`config.mk`:
```
export PLATFORM = sky130hd
export DESIGN_NAME = clk_div_ctrl
export DESIGN_NICKNAME = d
export VERILOG_FILES = /design/src/rtl/clk_div_ctrl.sv
export SDC_FILE = /design/constraint.sdc
export NUM_CORES = 1
export LEC_CHECK = 0
export CAP_MARGIN = 10
export CORE_MARGIN = 4
export CORE_UTILIZATION = 50
export CTS_CLUSTER_SIZE = 25
export DETAILED_ROUTE_END_ITERATION = 10
export GPL_TIMING_DRIVEN = 0
export PLACE_DENSITY = 0.73
export SYNTH_ARGS = -nofsm -noshare
export SYNTH_HDL_FRONTEND = slang
export SYNTH_SLANG_ARGS = --single-unit
```
`constraint.sdc`:
```
create_clock -name clk -period 6.7 [get_ports clk]
set_input_delay 1.005 -clock clk [delete_from_list [all_inputs] [get_ports clk]]
set_output_delay 1.005 -clock clk [all_outputs]
set_load 0.01 [all_outputs]
```
`src/rtl/clk_div_ctrl.sv`:
```
`default_nettype none
//==============================================================================
//  Module      : clk_div_ctrl
//  Description : Programmable clock-enable controller. Produces a registered
//                divided clock (div_clk) and a one-cycle period-start strobe
//                (div_en) from clk, with a divide ratio that can be changed at
//                runtime. Ratio changes and stop requests take effect only at
//                period boundaries, so div_clk never carries a truncated pulse.
//  Revision    : 1.0 - initial release
//------------------------------------------------------------------------------
//  Ports
//    clk        in   system clock
//    rst        in   synchronous, active-high reset
//    run        in   level request to generate the divided clock
//    cfg_valid  in   a new ratio is offered on cfg_div
//    cfg_div    in   offered ratio N (legal range 2 .. 2^WIDTH-1)
//    cfg_ready  out  controller can accept a ratio
//    cfg_err    out  one-cycle pulse when an offered ratio is rejected
//    div_clk    out  registered divided clock (high ceil(N/2), low floor(N/2))
//    div_en     out  one-cycle pulse in the first cycle of each period
//    busy       out  controller is not idle
//    cur_div    out  ratio currently in effect
//  Parameters
//    WIDTH        width of the divide ratio
//    DEFAULT_DIV  ratio loaded at reset; must lie in 2 .. 2^WIDTH-1
//==============================================================================
module clk_div_ctrl #(
    parameter int WIDTH       = 8,
    parameter int DEFAULT_DIV = 2
) (
    input  logic             clk,
    input  logic             rst,
    input  logic             run,
    input  logic             cfg_valid,
    input  logic [WIDTH-1:0] cfg_div,
    output logic             cfg_ready,
    output logic             cfg_err,
    output logic             div_clk,
    output logic             div_en,
    output logic             busy,
    output logic [WIDTH-1:0] cur_div
);

    //--------------------------------------------------------------------------
    // Constants
    //--------------------------------------------------------------------------
    localparam logic [1:0]       c_ST_IDLE     = 2'd0;
    localparam logic [1:0]       c_ST_RUN      = 2'd1;
    localparam logic [1:0]       c_ST_DRAIN    = 2'd2;
    localparam logic [WIDTH-1:0] c_DEFAULT_DIV = WIDTH'(DEFAULT_DIV);
    localparam logic [WIDTH-1:0] c_MIN_DIV     = WIDTH'(2);

    //--------------------------------------------------------------------------
    // Registers
    //--------------------------------------------------------------------------
    logic [1:0]       r_state;
    logic [WIDTH-1:0] r_cnt;
    logic             r_div_clk;
    logic             r_div_en;
    logic             r_cfg_err;
    logic             r_cfg_ready;
    logic             r_busy;
    logic [WIDTH-1:0] r_cur_div;
    logic [WIDTH-1:0] r_pend_div;
    logic             r_pend_vld;

    //--------------------------------------------------------------------------
    // Combinational signals
    //--------------------------------------------------------------------------
    logic [1:0]       w_state_nxt;
    logic             w_xfer;
    logic             w_cfg_bad;
    logic             w_cfg_ok;
    logic             w_active;
    logic             w_wrap;
    logic [WIDTH:0]   w_half;        // ceil(N/2), one bit wider to hold N=2^WIDTH-1
    logic [WIDTH-1:0] w_cnt_nxt;
    logic             w_div_clk_nxt;
    logic             w_div_en_nxt;
    logic             w_cfg_err_nxt;
    logic             w_cfg_ready_nxt;
    logic             w_busy_nxt;
    logic [WIDTH-1:0] w_cur_div_nxt;
    logic [WIDTH-1:0] w_pend_div_nxt;
    logic             w_pend_vld_nxt;

    assign w_xfer    = cfg_valid && r_cfg_ready;
    assign w_cfg_bad = w_xfer && (cfg_div < c_MIN_DIV);
    assign w_cfg_ok  = w_xfer && !(cfg_div < c_MIN_DIV);
    assign w_active  = (r_state != c_ST_IDLE);

    // cur_div is never below 2, so N-1 cannot underflow.
    assign w_wrap    = w_active && (r_cnt == (r_cur_div - 1'b1));
    assign w_half    = ({1'b0, r_cur_div} + {{WIDTH{1'b0}}, 1'b1}) >> 1;

    //--------------------------------------------------------------------------
    // FSM process 1: state register
    //--------------------------------------------------------------------------
    always_ff @(posedge clk) begin
        if (rst) begin
            r_state <= c_ST_IDLE;
        end else begin
            r_state <= w_state_nxt;
        end
    end

    //--------------------------------------------------------------------------
    // FSM process 2: next-state logic
    // RUN and DRAIN share the same rule: a high run keeps (or returns to)
    // RUN, a low run waits for the wrap edge before going idle.
    //--------------------------------------------------------------------------
    always_comb begin
        w_state_nxt = r_state;
        case (r_state)
            c_ST_IDLE: begin
                if (run) begin
                    w_state_nxt = c_ST_RUN;
                end
            end
            c_ST_RUN, c_ST_DRAIN: begin
                if (run) begin
                    w_state_nxt = c_ST_RUN;
                end else if (w_wrap) begin
                    w_state_nxt = c_ST_IDLE;
                end else begin
                    w_state_nxt = c_ST_DRAIN;
                end
            end
            default: begin
                w_state_nxt = c_ST_IDLE;
            end
        endcase
    end

    //--------------------------------------------------------------------------
    // FSM process 3: output / datapath next values
    // All outputs are registered; this block computes what they take on the
    // coming edge.
    //--------------------------------------------------------------------------
    always_comb begin
        w_cnt_nxt       = r_cnt;
        w_div_clk_nxt   = r_div_clk;
        w_div_en_nxt    = 1'b0;
        w_cfg_err_nxt   = w_cfg_bad;
        w_cfg_ready_nxt = r_cfg_ready;
        w_busy_nxt      = (w_state_nxt != c_ST_IDLE);
        w_cur_div_nxt   = r_cur_div;
        w_pend_div_nxt  = r_pend_div;
        w_pend_vld_nxt  = r_pend_vld;

        case (r_state)
            c_ST_IDLE: begin
                // Ratio accepted here is used by a period starting on this
                // same edge.
                if (w_cfg_ok) begin
                    w_cur_div_nxt = cfg_div;
                end
                w_cnt_nxt     = '0;
                w_div_en_nxt  = (w_state_nxt == c_ST_RUN);
                w_div_clk_nxt = (w_state_nxt == c_ST_RUN);
            end

            c_ST_RUN, c_ST_DRAIN: begin
                if (w_wrap) begin
                    w_cnt_nxt = '0;
                    if (r_pend_vld) begin
                        w_cur_div_nxt   = r_pend_div;
                        w_pend_vld_nxt  = 1'b0;
                        w_cfg_ready_nxt = 1'b1;
                    end
                end else begin
                    w_cnt_nxt = r_cnt + 1'b1;
                end

                // A transfer only happens while nothing is pending, so a
                // ratio taken on a wrap edge is held for the following wrap.
                if (w_cfg_ok) begin
                    w_pend_div_nxt  = cfg_div;
                    w_pend_vld_nxt  = 1'b1;
                    w_cfg_ready_nxt = 1'b0;
                end

                if (w_state_nxt == c_ST_IDLE) begin
                    w_div_en_nxt  = 1'b0;
                    w_div_clk_nxt = 1'b0;
                end else begin
                    // At a wrap the next count is 0, which is high for any
                    // N, so the old ratio's half-point is safe to use here.
                    w_div_en_nxt  = (w_cnt_nxt == '0);
                    w_div_clk_nxt = ({1'b0, w_cnt_nxt} < w_half);
                end
            end

            default: begin
                w_cnt_nxt     = '0;
                w_div_clk_nxt = 1'b0;
            end
        endcase
    end

    //--------------------------------------------------------------------------
    // Datapath / output registers
    //--------------------------------------------------------------------------
    always_ff @(posedge clk) begin
        if (rst) begin
            r_cnt       <= '0;
            r_div_clk   <= 1'b0;
            r_div_en    <= 1'b0;
            r_cfg_err   <= 1'b0;
            r_cfg_ready <= 1'b1;
            r_busy      <= 1'b0;
            r_cur_div   <= c_DEFAULT_DIV;
            r_pend_div  <= c_DEFAULT_DIV;
            r_pend_vld  <= 1'b0;
        end else begin
            r_cnt       <= w_cnt_nxt;
            r_div_clk   <= w_div_clk_nxt;
            r_div_en    <= w_div_en_nxt;
            r_cfg_err   <= w_cfg_err_nxt;
            r_cfg_ready <= w_cfg_ready_nxt;
            r_busy      <= w_busy_nxt;
            r_cur_div   <= w_cur_div_nxt;
            r_pend_div  <= w_pend_div_nxt;
            r_pend_vld  <= w_pend_vld_nxt;
        end
    end

    assign cfg_ready = r_cfg_ready;
    assign cfg_err   = r_cfg_err;
    assign div_clk   = r_div_clk;
    assign div_en    = r_div_en;
    assign busy      = r_busy;
    assign cur_div   = r_cur_div;

endmodule
`default_nettype wire

```
* After elaboration in Yosys (flattened, before gate mapping)
Cells that the tools add are included.
** Word-level totals
- Flip-flop bits (word level) :: 32
- Latch bits :: 0
- RAM bits :: 0
- Memory bits (read-only) :: 0
- Bits of input ports :: 12
- Output and inout bits :: 13
- Memories :: 0
** Cells by class
- $add $sub $neg :: 3
- Multiply operators :: 0
- Div/mod/pow operators :: 0
- Order comparisons :: 2
- Equality and inequality tests :: 7
- Shift operators :: 0
- Mux-type cells :: 19
- Bitwise operators :: 1
- Reductions and logical operators :: 19
** Operators with widths (number)
- $mux 8 :: 5
- $pmux 8 s2 :: 1
- $reduce_bool 2->1 :: 5
- $add 8x1->9 const B :: 1
- $add 8x1->8 const B :: 1
- $eq 8x8->1 :: 1
- $logic_not 8->1 :: 1
- $lt 8x2->1 const B :: 1
- $lt 8x8->1 :: 1
- $sub 8x1->8 const B :: 1
- $mux 1 :: 7
- $mux 2 :: 3
- $ne 2x2->1 const B :: 3
- $eq 2x1->1 const B :: 2
- $logic_and 1x1->1 :: 4
- $logic_not 2->1 :: 2
- $pmux 1 s2 :: 2
- $pmux 2 s2 :: 1
- $reduce_and 2->1 :: 2
- $reduce_and 4->1 :: 1
- $reduce_or 2->1 :: 2
- $reduce_and 3->1 :: 1
- $eq 2x2->1 const B :: 1
- $logic_not 1->1 :: 1
- $not 1->1 :: 1

* Depth between registers and ports, before layout
Gate-level depths: netlist of run 1.
- Word-level depth :: 9
- Depth in mapped cells :: 14
- Depth with buffers taken out :: 14

* Worst setup path after synthesis of run 1
Ideal clock, no wire load.
- Path type :: flip-flop to flip-flop
- Start :: register r_cur_div[0], in the netlist cur_div[0]
- End :: register r_div_clk, in the netlist div_clk
- Setup time :: 79 ps
- Arrival time :: 3261 ps
- Setup slack :: 3360 ps
- Cell stages (with the launch flop) :: 15
- Buffers on the path :: 1
- Cells stage by stage :: dfxtp_1 > inv_1 > ha_1 > xnor2_1 > nor3_1 > o211ai_1 > nor4_2 > clkbuf_1 > nor2_1 > ha_1 > a21o_1 > a21o_1 > a211oi_1 > nand3_1 > o211ai_1
** Between the ends
- Longest elaborated chain between the ends :: 9
- Elaborated cells on any way between the ends :: 14
- Those cells by class :: 2 x add/sub; 1 x order compare; 2 x eq/ne; 7 x mux; 2 x reduce/logical
** RTL lines
- start, declared :: line 63 : logic [WIDTH-1:0] r_cur_div;
- start signal, assigned :: line 212 : r_cur_div <= c_DEFAULT_DIV;
- start signal, assigned :: line 222 : r_cur_div <= w_cur_div_nxt;
- parallel branches: the longest is 8 deep, another holds $sub 8x1->8
- $pmux 1 s2 (*) :: line 151 : case (r_state)
- end signal, assigned :: line 217 : r_div_clk <= w_div_clk_nxt;
- end, declared :: line 58 : logic r_div_clk;
Every way passes the cells marked *. The select of a mux whose other input is x is not followed.
A chain may end at the register's enable or synchronous reset.

* Worst setup path after layout of run 1
Same ends and word-level chain as after synthesis.

==> results.toml, run 1 <==
[run_status]
outcome = "completed"

[critical_path]
r2r-end = "div_clk$_SDFF_PP0_"
r2r_slack_ps = 2830
worst_r2r_path_depth = 14
cp.arrival_ps = 4090
crit_start = "cur_div[0]$_SDFFE_PP0P_"
start_kind = "flop"
rr_startpoint = "cur_div[0]$_SDFFE_PP0P_"
required_ps = 6920
path_max_fanout = 10
crit_path_end = "div_clk$_SDFF_PP0_"
end_kind = "flop"
criticalPathCategory = "reg -> reg"

[timing]
skew_ps = 5.06
hold_viol_final = 0
worst_pin_slew_ps = 639
finalSetupViolations = 0
finalMaxSlewViolations = 0
max_freq_ghz = 0.258
setup_tns_ps = 0
max-slew-margin-rel_pct = 57.0
whs_ps = 489
grt_setup_unrepaired = "false"
period_needed_ps = 3870
period_share_pct = 57.8

[power]
ir_drop_uv = 214
p_int_w = 0.000489
p_leak_nw = 0.920
sequentialPowerShare_pct = 32.2
power_density_nw_per_um2 = 313
p_clk_share_pct = 24.4
netSwitchingFraction_pct = 35.9
comb_power_share_pct = 43.4
p_switching_w = 0.000274

[clock_network]
postCtsResizedCells = 0
cts.sinks = 32
cts_made_buffers = 5
clkTransAtPathRegs_ps = 70
cts_buffer_depth = 2
cts_max_level = 2
worstSkewPairLatency_ps = 290
cts_setup_buffers = 0
tritoncts = "built"
ctsRootBufferMaster = "clkbuf_8"
cts_hold_buf = 0

[floorplan]
row_count = 22
ios = 25
fp.dieH_um = 71.7
core-area_um2 = 3800
start_util_pct = 53.4
die-width_um = 71.7
die_area_um2 = 5140

[drt]
drt_iter0_markers = 61
antenna_left = 0
firstDrtPassIters = 4
drc_errors = 0
num_vias = 1782
avgViaCountPerCell = 5.66
finalWirelength_um = 4700
wl_per_cell_um = 14.9

[grt]
antenna_found_initial = 0
grt_pass1_vias = 1709
met2_usage_pct = 31.5
grt_use_met3_pct = 5.47
grt_pass1_wl_um = 7910
grt_usage_pct = 19.4
grt_max_degree = 11
top_usage_layer = "met2"
met1_usage_pct = 25.1
grt_overflow = 0

[cells_and_area]
nets = 290
final-instance-count-excl-fill = 315
area_delta_synth_final_pct = 20.1
drive_gt1_share_pct = 9.36
num_antenna_cells = 0

[logic_synthesis]
ys.flop_type = "dfxtp_1"
synth_edf_count = 0
ys.warnings.count = 0
async_flop_share_pct = 0
synth_top_area_share_pct = 31.6
syn_avg_cell_area_um2 = 8.64
ys_types = 45
syn_nets = 259
ys_top_cells_by_area = "dfxtp_1 (32%), ha_1 (7.4%), a211oi_1 (5.9%)"
yosysSeqAreaShare_pct = 31.6
syn_inst = 235
synth_area_um2 = 2030
synth_seq_cells = 32
yosysTopAreaCell = "dfxtp_1"

[job]
max_cap_violations = 0

[placed_design]
place.gp.congestion = 0.868
hpwl_um = 3620
port_buffers = 24
dp_cells = 307

[hold_path]
worstHoldStart = "cfg_ready$_SDFFE_PP1P_"
hold_path.class = "reg -> reg"
-- power by group through the flow --
stage          clock network [W]  registers (W)  logic, W
2_1_floorplan                  0       0.000254  0.000222
3_3_place_gp                   0       0.000249  0.000325
3_5_place_dp                   0       0.000250  0.000329
4_1_cts                 0.000186       0.000246  0.000332
5_1_grt                 0.000195       0.000251  0.000366
6_report                0.000186       0.000246  0.000331
-- worst max-delay path, cell delays in order (launching register included) --
cell and delay, ps:
dfxtp_1 460, inv_1 140, ha_1 360, xnor2_1 140
nor3_1 180, o211ai_1 160, nor4_2 610, clkbuf_1 390
nor2_1 100, ha_1 300, a21o_1 180, a21o_1 170
a211oi_1 300, nand3_1 130, o211ai_1 180
-- through the flow --
step	total power [W]	cell area [um^2]	util [%]	setup WS, ps
3_3_place_gp	0.000574	2330	61.3	2860
5_1_grt	0.000812	2440	64.2	2380
6_report	0.000763	2440	64.2	2830
2_1_floorplan	0.000476	2030	-	3360
4_1_cts	0.000764	2440	64.2	2840
3_5_place_dp	0.000579	2330	61.3	2870
-- metal layers --
| metal | up-vias | part of all wire (%) |
|---|---|---|
| li1 | 909 | - |
| met1 | 839 | 49 |
| met2 | 29 | 46 |
| met3 | 5 | 4.3 |
| met4 | 0 | 1.0 |
| met5 | - | 0 |
-- Yosys cell counts (3+ instances only) --
| cell | instances |
|---|---|
| o211ai_1 | 5 |
| and3_1 | 5 |
| nand4_1 | 5 |
| nor4_1 | 3 |
| ha_1 | 12 |
| nor2_1 | 27 |
| inv_1 | 10 |
| clkbuf_1 | 7 |
| a21o_1 | 3 |
| xor2_1 | 10 |
| xnor2_1 | 13 |
| o21a_1 | 3 |
| nand2b_1 | 3 |
| mux2_2 | 8 |
| nand3_1 | 11 |
| nor3_1 | 7 |
| nand2_1 | 6 |
| mux2i_1 | 7 |
| a21oi_1 | 5 |
| a211oi_1 | 16 |
| nor2b_1 | 7 |
| dfxtp_1 | 32 |
-- cell families after synthesis --
family                     count (synthesis)  synth area share, %
and+or+nand+nor                           85                 22.5
AOI/OAI and AO/OA                         43                 15.3
DFF                                       32                 31.6
buffers and inverters                     25                 5.43
xor gates and xnor gates                  23                 9.93
muxes                                     15                 7.89
adders and majority gates                 12                 7.40
-- sequential cells by signal, indices dropped and copies added (netlist names) --
| signal | cells |
|---|---|
| div_en | 1 |
| r_state | 2 |
| r_cnt | 8 |
| r_pend_vld | 1 |
| busy | 1 |
| r_pend_div | 8 |
| cfg_ready | 1 |
| div_clk | 1 |
| cfg_err | 1 |
| cur_div | 8 |
-- cells in the final DEF, fill, tap and decap left out, drive strengths merged, types with 3 or more instances in the layout --
| cell | Yosys | layout |
|---|---|---|
| nor3 | 8 | 8 |
| mux2i | 7 | 7 |
| xnor2 | 13 | 13 |
| nand2b | 3 | 3 |
| buf | 6 | 6 |
| nand4 | 5 | 5 |
| nor4 | 4 | 4 |
| xor2 | 10 | 10 |
| nand3 | 11 | 11 |
| dfxtp | 32 | 32 |
| a21o | 3 | 3 |
| nor2 | 27 | 27 |
| a21oi | 5 | 5 |
| nor2b | 7 | 7 |
| clkdlybuf4s50 | 0 | 24 |
| ha | 12 | 12 |
| clkbuf | 9 | 15 |
| a211oi | 16 | 16 |
| inv | 10 | 10 |
| mux2 | 8 | 8 |
| and3 | 5 | 5 |
| nand2 | 6 | 6 |
| o211ai | 5 | 5 |
| o21a | 3 | 3 |
-- layout make-up --
class                           count  area, um^2
Fill cell                         353        1360
Multi-Input combinational cell    178        1280
Sequential cell                    32         641
Timing Repair Buffer               24         240
Clock buffer                        6        72.6
Buffer                             15        72.6
Tap cell                           48        60.1
Inverter                           10        37.5
Clock inverter                      2        35.0
-- how the worst min path moves through the flow --
stage / endpoint / cells after the start
floorplan: r_pend_div[0]$_SDFFE_PP0P_ / 2
global placement: r_pend_div[5]$_SDFFE_PP0P_ / 2
detailed placement: cfg_err$_SDFF_PP0_ / 2
CTS: cfg_err$_SDFF_PP0_ / 2
global route: cfg_err$_SDFF_PP0_ / 2
finish: cfg_err$_SDFF_PP0_ / 2
Note: power is estimated with default switching activity, not from simulation.
==> inputs of run 2 (changes only) <==
- clock period: 6.7 -> 4.02 ns (I/O delays scaled with it)
==> run 2 against run 1 <==
Compared with the run above:
- combinational power up 69%
- clock-buffer cell count is the same
- die area unchanged
- register-to-register slack lost 2400 ps
- wire length is 0.30% lower
- worst hold slack improved by 4.3 ps
- fmax rose by 8.0%
- worst setup slack got worse by 2400 ps
- flip-flop and latch count is the same
- clock skew shrank 1.4 ps
- critical path depth unchanged
- final area rose by 0.41%
- largest cell class unchanged
- highest routed layer unchanged
==> results.toml, run 2 (synthesis results as in run 1) <==
[timing]
max-slew-margin-rel_pct = 58.2
fin_ws_ps = 436
setup_tns_ps = 0
finalSetupViolations = 0
finalMaxSlewViolations = 0
period_needed_ps = 3580
max_freq_ghz = 0.279
hold_viol_final = 0
worst_pin_slew_ps = 627
skew_ps = 3.67
grt_setup_unrepaired = "false"
period_share_pct = 89.1

[drt]
wl_per_cell_um = 14.9
drc_errors = 0
drt_iter0_markers = 78
firstDrtPassIters = 4
finalWirelength_um = 4690
antenna_left = 0
avgViaCountPerCell = 5.65
num_vias = 1779

[clock_network]
worstSkewPairLatency_ps = 290
cts_max_level = 2
ctsRootBufferMaster = "clkbuf_8"
cts_made_buffers = 5
tritoncts = "built"
cts_buffer_depth = 2
clkTransAtPathRegs_ps = 70
cts_setup_buffers = 0
cts.sinks = 32

[critical_path]
r2r-end = "div_clk$_SDFF_PP0_"
path_max_fanout = 10
start_kind = "flop"
rr_startpoint = "cur_div[0]$_SDFFE_PP0P_"
cp.arrival_ps = 3800
worst_r2r_path_depth = 14
required_ps = 4240
crit_start = "cur_div[0]$_SDFFE_PP0P_"
end_kind = "flop"
criticalPathCategory = "reg -> reg"
r2r_slack_ps = 440

[power]
power_density_nw_per_um2 = 523
ir_drop_uv = 359
total_power_w = 0.00128
p_leak_nw = 0.924

[hold_path]
hold_path_depth = 2
hold_path.class = "reg -> reg"
worstHoldStart = "cfg_ready$_SDFFE_PP1P_"
min_to = "cfg_err$_SDFF_PP0_"

[grt]
grt_usage_pct = 19.4
grt_overflow = 0
antenna_found_initial = 0
grt_pass1_vias = 1709
grt_pass1_wl_um = 7910
grt_max_degree = 11

[placed_design]
hpwl_um = 3620
port_buffers = 24
pre_cts_ws_ps = 192
place.gp.congestion = 0.868
dpl_cell_area_um2 = 2330

[cells_and_area]
fill_cells = 352
drive_gt1_share_pct = 9.74
area_delta_synth_final_pct = 20.6
fin_area_um2 = 2450
seqCellArea_um2 = 641
nets = 290
final_common_cell = "dfxtp_1"
multi_input_area_um2 = 1290
mostFrequentLayoutCells = "dfxtp_1 (32), nor2_1 (27), clkdlybuf4s50_1 (24), a211oi_1 (16), xnor2_1 (13)"
num_antenna_cells = 0

[floorplan]
row_count = 22
start_util_pct = 53.4
ios = 25
fp.dieH_um = 71.7
die_area_um2 = 5140
die-width_um = 71.7
core-area_um2 = 3800

[job]
max_cap_violations = 0

[run_status]
outcome = "completed"
[run 2: worst max-delay path by stage]
stage	to
4_1_cts	div_clk$_SDFF_PP0_
6_report	div_clk$_SDFF_PP0_
3_5_place_dp	div_clk$_SDFF_PP0_
3_3_place_gp	div_clk$_SDFF_PP0_
2_1_floorplan	div_clk$_SDFF_PP0_
5_1_grt	div_clk$_SDFF_PP0_
[run 2: power by group]
group          switching [W]  internal, W  leakage [nW]  total, W
registers          0.0000425     0.000367         0.262  0.000410
clock network       0.000125     0.000184        0.0552  0.000309
logic               0.000296     0.000265         0.607  0.000561
total               0.000464     0.000816         0.924   0.00128
[run 2: worst max-delay path, stage by stage, from the launching register on]
cell	delay, ps
dfxtp_1	460
inv_1	140
ha_1	360
xnor2_1	140
nor3_1	190
o211ai_1	190
nor4_4	420
clkbuf_2	290
nor2_1	70
ha_1	290
a21o_1	180
a21o_1	170
a211oi_1	300
nand3_1	130
o211ai_1	190
[run 2: through the flow]
step / utilization, % / instances / hold WS (ps)
global placement: 61.3 / 307 / 467
floorplan: - / 235 / 454
detailed placement: 61.3 / 307 / 478
CTS: 64.2 / 315 / 486
finish: 64.4 / 315 / 493
global route: 64.4 / 315 / 506
[run 2: what timing repair did]
item                                    4_1_cts  5_1_grt
hold buffers                                  0        0
endpoints found under the setup margin        0        1
gates resized for setup                       0        3
[run 2: layer usage]
metal,vias up,GRT usage (%),share of wire (%)
li1,906,-,-
met1,838,25.1,49
met2,27,31.5,46
met3,8,5.47,3.6
met4,0,5.01,1.3
met5,-,0,0
[run 2: area by class of cell]
class | count | share of cell area, %
flip-flops and latches | 32 | 26.2
repair buffers | 24 | 9.82
clock buffers | 6 | 2.97
well taps | 48 | 2.45
plain buffers | 15 | 3.02
inverters | 10 | 1.53
clock inverters | 2 | 1.43
multi-input cells | 178 | 52.6
==> inputs of run 3 (changes only) <==
- CORE_MARGIN: 4 -> 1
- SETUP_SLACK_MARGIN: not set -> 0.15
- SLEW_MARGIN: not set -> 25
==> run 3 against run 2 <==
Compared with the run above:
- wire length down 5.5%
- core utilization up 0.57 points
- via count about the same
- flip-flop and latch count unchanged
- clock skew up 4.1 ps
- cell count unchanged
- combinational power down 1%
- sequential share of layout area about the same
- global-route usage up 3.1 points
- die area down 16%
- largest cell class unchanged
- highest routed layer unchanged
==> results.toml, run 3 (synthesis results as in run 1) <==
[floorplan]
die_area_um2 = 4320
fp.dieH_um = 65.7
die-width_um = 65.7
ios = 25
row_count = 22
core-area_um2 = 3770
start_util_pct = 53.8

[critical_path]
cp.arrival_ps = 3800
cp_slowest_cell = "dfxtp_1"
start_kind = "flop"
timing.critical_path.cells = "inv_1 > ha_1 > xnor2_1 > nor3_1 > o211ai_1 > nor4_4 > clkbuf_2 > nor2_1 > ha_1 > a21o_1 > a21o_1 > a211oi_1 > nand3_1 > o211ai_1"
criticalPathCategory = "reg -> reg"
cp_top_family = "compound AO/OA/AOI/OAI gates"
critPathMaxStageDelay_ps = 470
required_ps = 4220
cp.buffers_inverters = 2
path_max_fanout = 10
end_kind = "flop"

[placed_design]
port_buffers = 24
dp_cells = 307
place.gp.congestion = 0.826
hpwl_um = 3350

[clock_network]
clkTransAtPathRegs_ps = 70
cts_setup_buffers = 0
cts_hold_buf = 0
worstSkewPairLatency_ps = 280
cts_made_buffers = 5
cts_buffer_depth = 2
ctsRootBufferMaster = "clkbuf_8"
cts.sinks = 32
cts_max_level = 2
tritoncts = "built"

[drt]
antenna_left = 0
avgViaCountPerCell = 5.65
drc_errors = 0
finalWirelength_um = 4430
wl_per_cell_um = 14.1
num_vias = 1780
drt_iter0_markers = 76
firstDrtPassIters = 4

[timing]
max-slew-margin-rel_pct = 57.7
grt_setup_unrepaired = "false"
skew_ps = 7.77
worst_pin_slew_ps = 634
finalSetupViolations = 0
finalMaxSlewViolations = 0
max_freq_ghz = 0.278
whs_ps = 487
hold_viol_final = 0
period_share_pct = 89.6
period_needed_ps = 3600
setup_tns_ps = 0

[cells_and_area]
drive_gt1_share_pct = 10.1
mostFrequentLayoutCells = "dfxtp_1 (32), nor2_1 (27), clkdlybuf4s50_1 (24), a211oi_1 (16), xnor2_1 (13)"
num_antenna_cells = 0
nets = 290
final-instance-count-excl-fill = 315
final_util_pct = 65.0
area_delta_synth_final_pct = 20.8
final_common_cell = "dfxtp_1"

[power]
p_switching_w = 0.000454
p_int_w = 0.000815
power_density_nw_per_um2 = 518
ir_drop_uv = 319
comb_power_share_pct = 43.6
netSwitchingFraction_pct = 35.7
sequentialPowerShare_pct = 32.3
p_leak_nw = 0.923
p_clk_share_pct = 24.1

[grt]
grt_max_degree = 12
grt_usage_pct = 22.5
grt_overflow = 0
grt_pass1_vias = 1669
grt_pass1_wl_um = 7410
antenna_found_initial = 0

[job]
max_cap_violations = 0

[run_status]
outcome = "completed"

[hold_path]
hold_path.class = "reg -> reg"
-- run 3: cell types whose count changed in the layout (fill, tap and decap cells not counted) --
cell / before / now
clkbuf_1: 7 / 6
clkinvlp_4: 0 / 1
-- run 3: power groups by stage --
| stage | Clock (W) | Sequential [W] | Combinational (W) |
|---|---|---|---|
| detailed placement | 0 | 0.000417 | 0.000539 |
| floorplan | 0 | 0.000423 | 0.000370 |
| finish | 0.000305 | 0.000410 | 0.000554 |
| global route | 0.000326 | 0.000417 | 0.000608 |
| global placement | 0 | 0.000418 | 0.000536 |
| CTS | 0.000314 | 0.000410 | 0.000552 |
-- run 3: final cells by class --
cell class	instances	area, um^2
Buffer	15	73.8
Clock buffer	5	68.8
Clock inverter	3	42.5
Fill cell	332	1320
Inverter	10	37.5
Multi-Input combinational cell	178	1290
Sequential cell	32	641
Tap cell	48	60.1
Timing Repair Buffer	24	240
-- run 3: layer usage --
metal	wire length, um	part of all wire, %	vias up	track usage, %
met1	2220	50	830	30.3
met4	54	1.2	0	8.15
li1	-	-	905	-
met5	0	0	-	0
met3	173	3.9	5	4.17
met2	1980	45	40	35.3
-- run 3: worst min-delay path, stage by stage (launching register included) --
cell and delay (ps):
dfxtp_1 330, nand2_1 80, nor3_1 40
-- run 3: timing repair --
action	CTS	global route
endpoints found under the setup margin	1	1
pin swaps	0	1
hold endpoints to repair	0	0
resized for setup	1	2
-- run 3: path summary, 6_finish.rpt --
path / start / endpoint / slack (ps) / cells after the start
hold / removal: cfg_ready$_SDFFE_PP1P_ / cfg_err$_SDFF_PP0_ / 490 / 2
hold reg to reg: cfg_ready$_SDFFE_PP1P_ / cfg_err$_SDFF_PP0_ / 490 / 2
setup reg to reg: cur_div[0]$_SDFFE_PP0P_ / div_clk$_SDFF_PP0_ / 420 / 14
setup / recovery: cur_div[0]$_SDFFE_PP0P_ / div_clk$_SDFF_PP0_ / 420 / 14
-- run 3: metrics by stage --
stage	worst slack, ps	power (W)	area [um^2]
global placement	192	0.000954	2330
global route	162	0.00135	2450
floorplan	680	0.000793	2030
detailed placement	186	0.000956	2330
finish	418	0.00127	2450
CTS	252	0.00128	2450
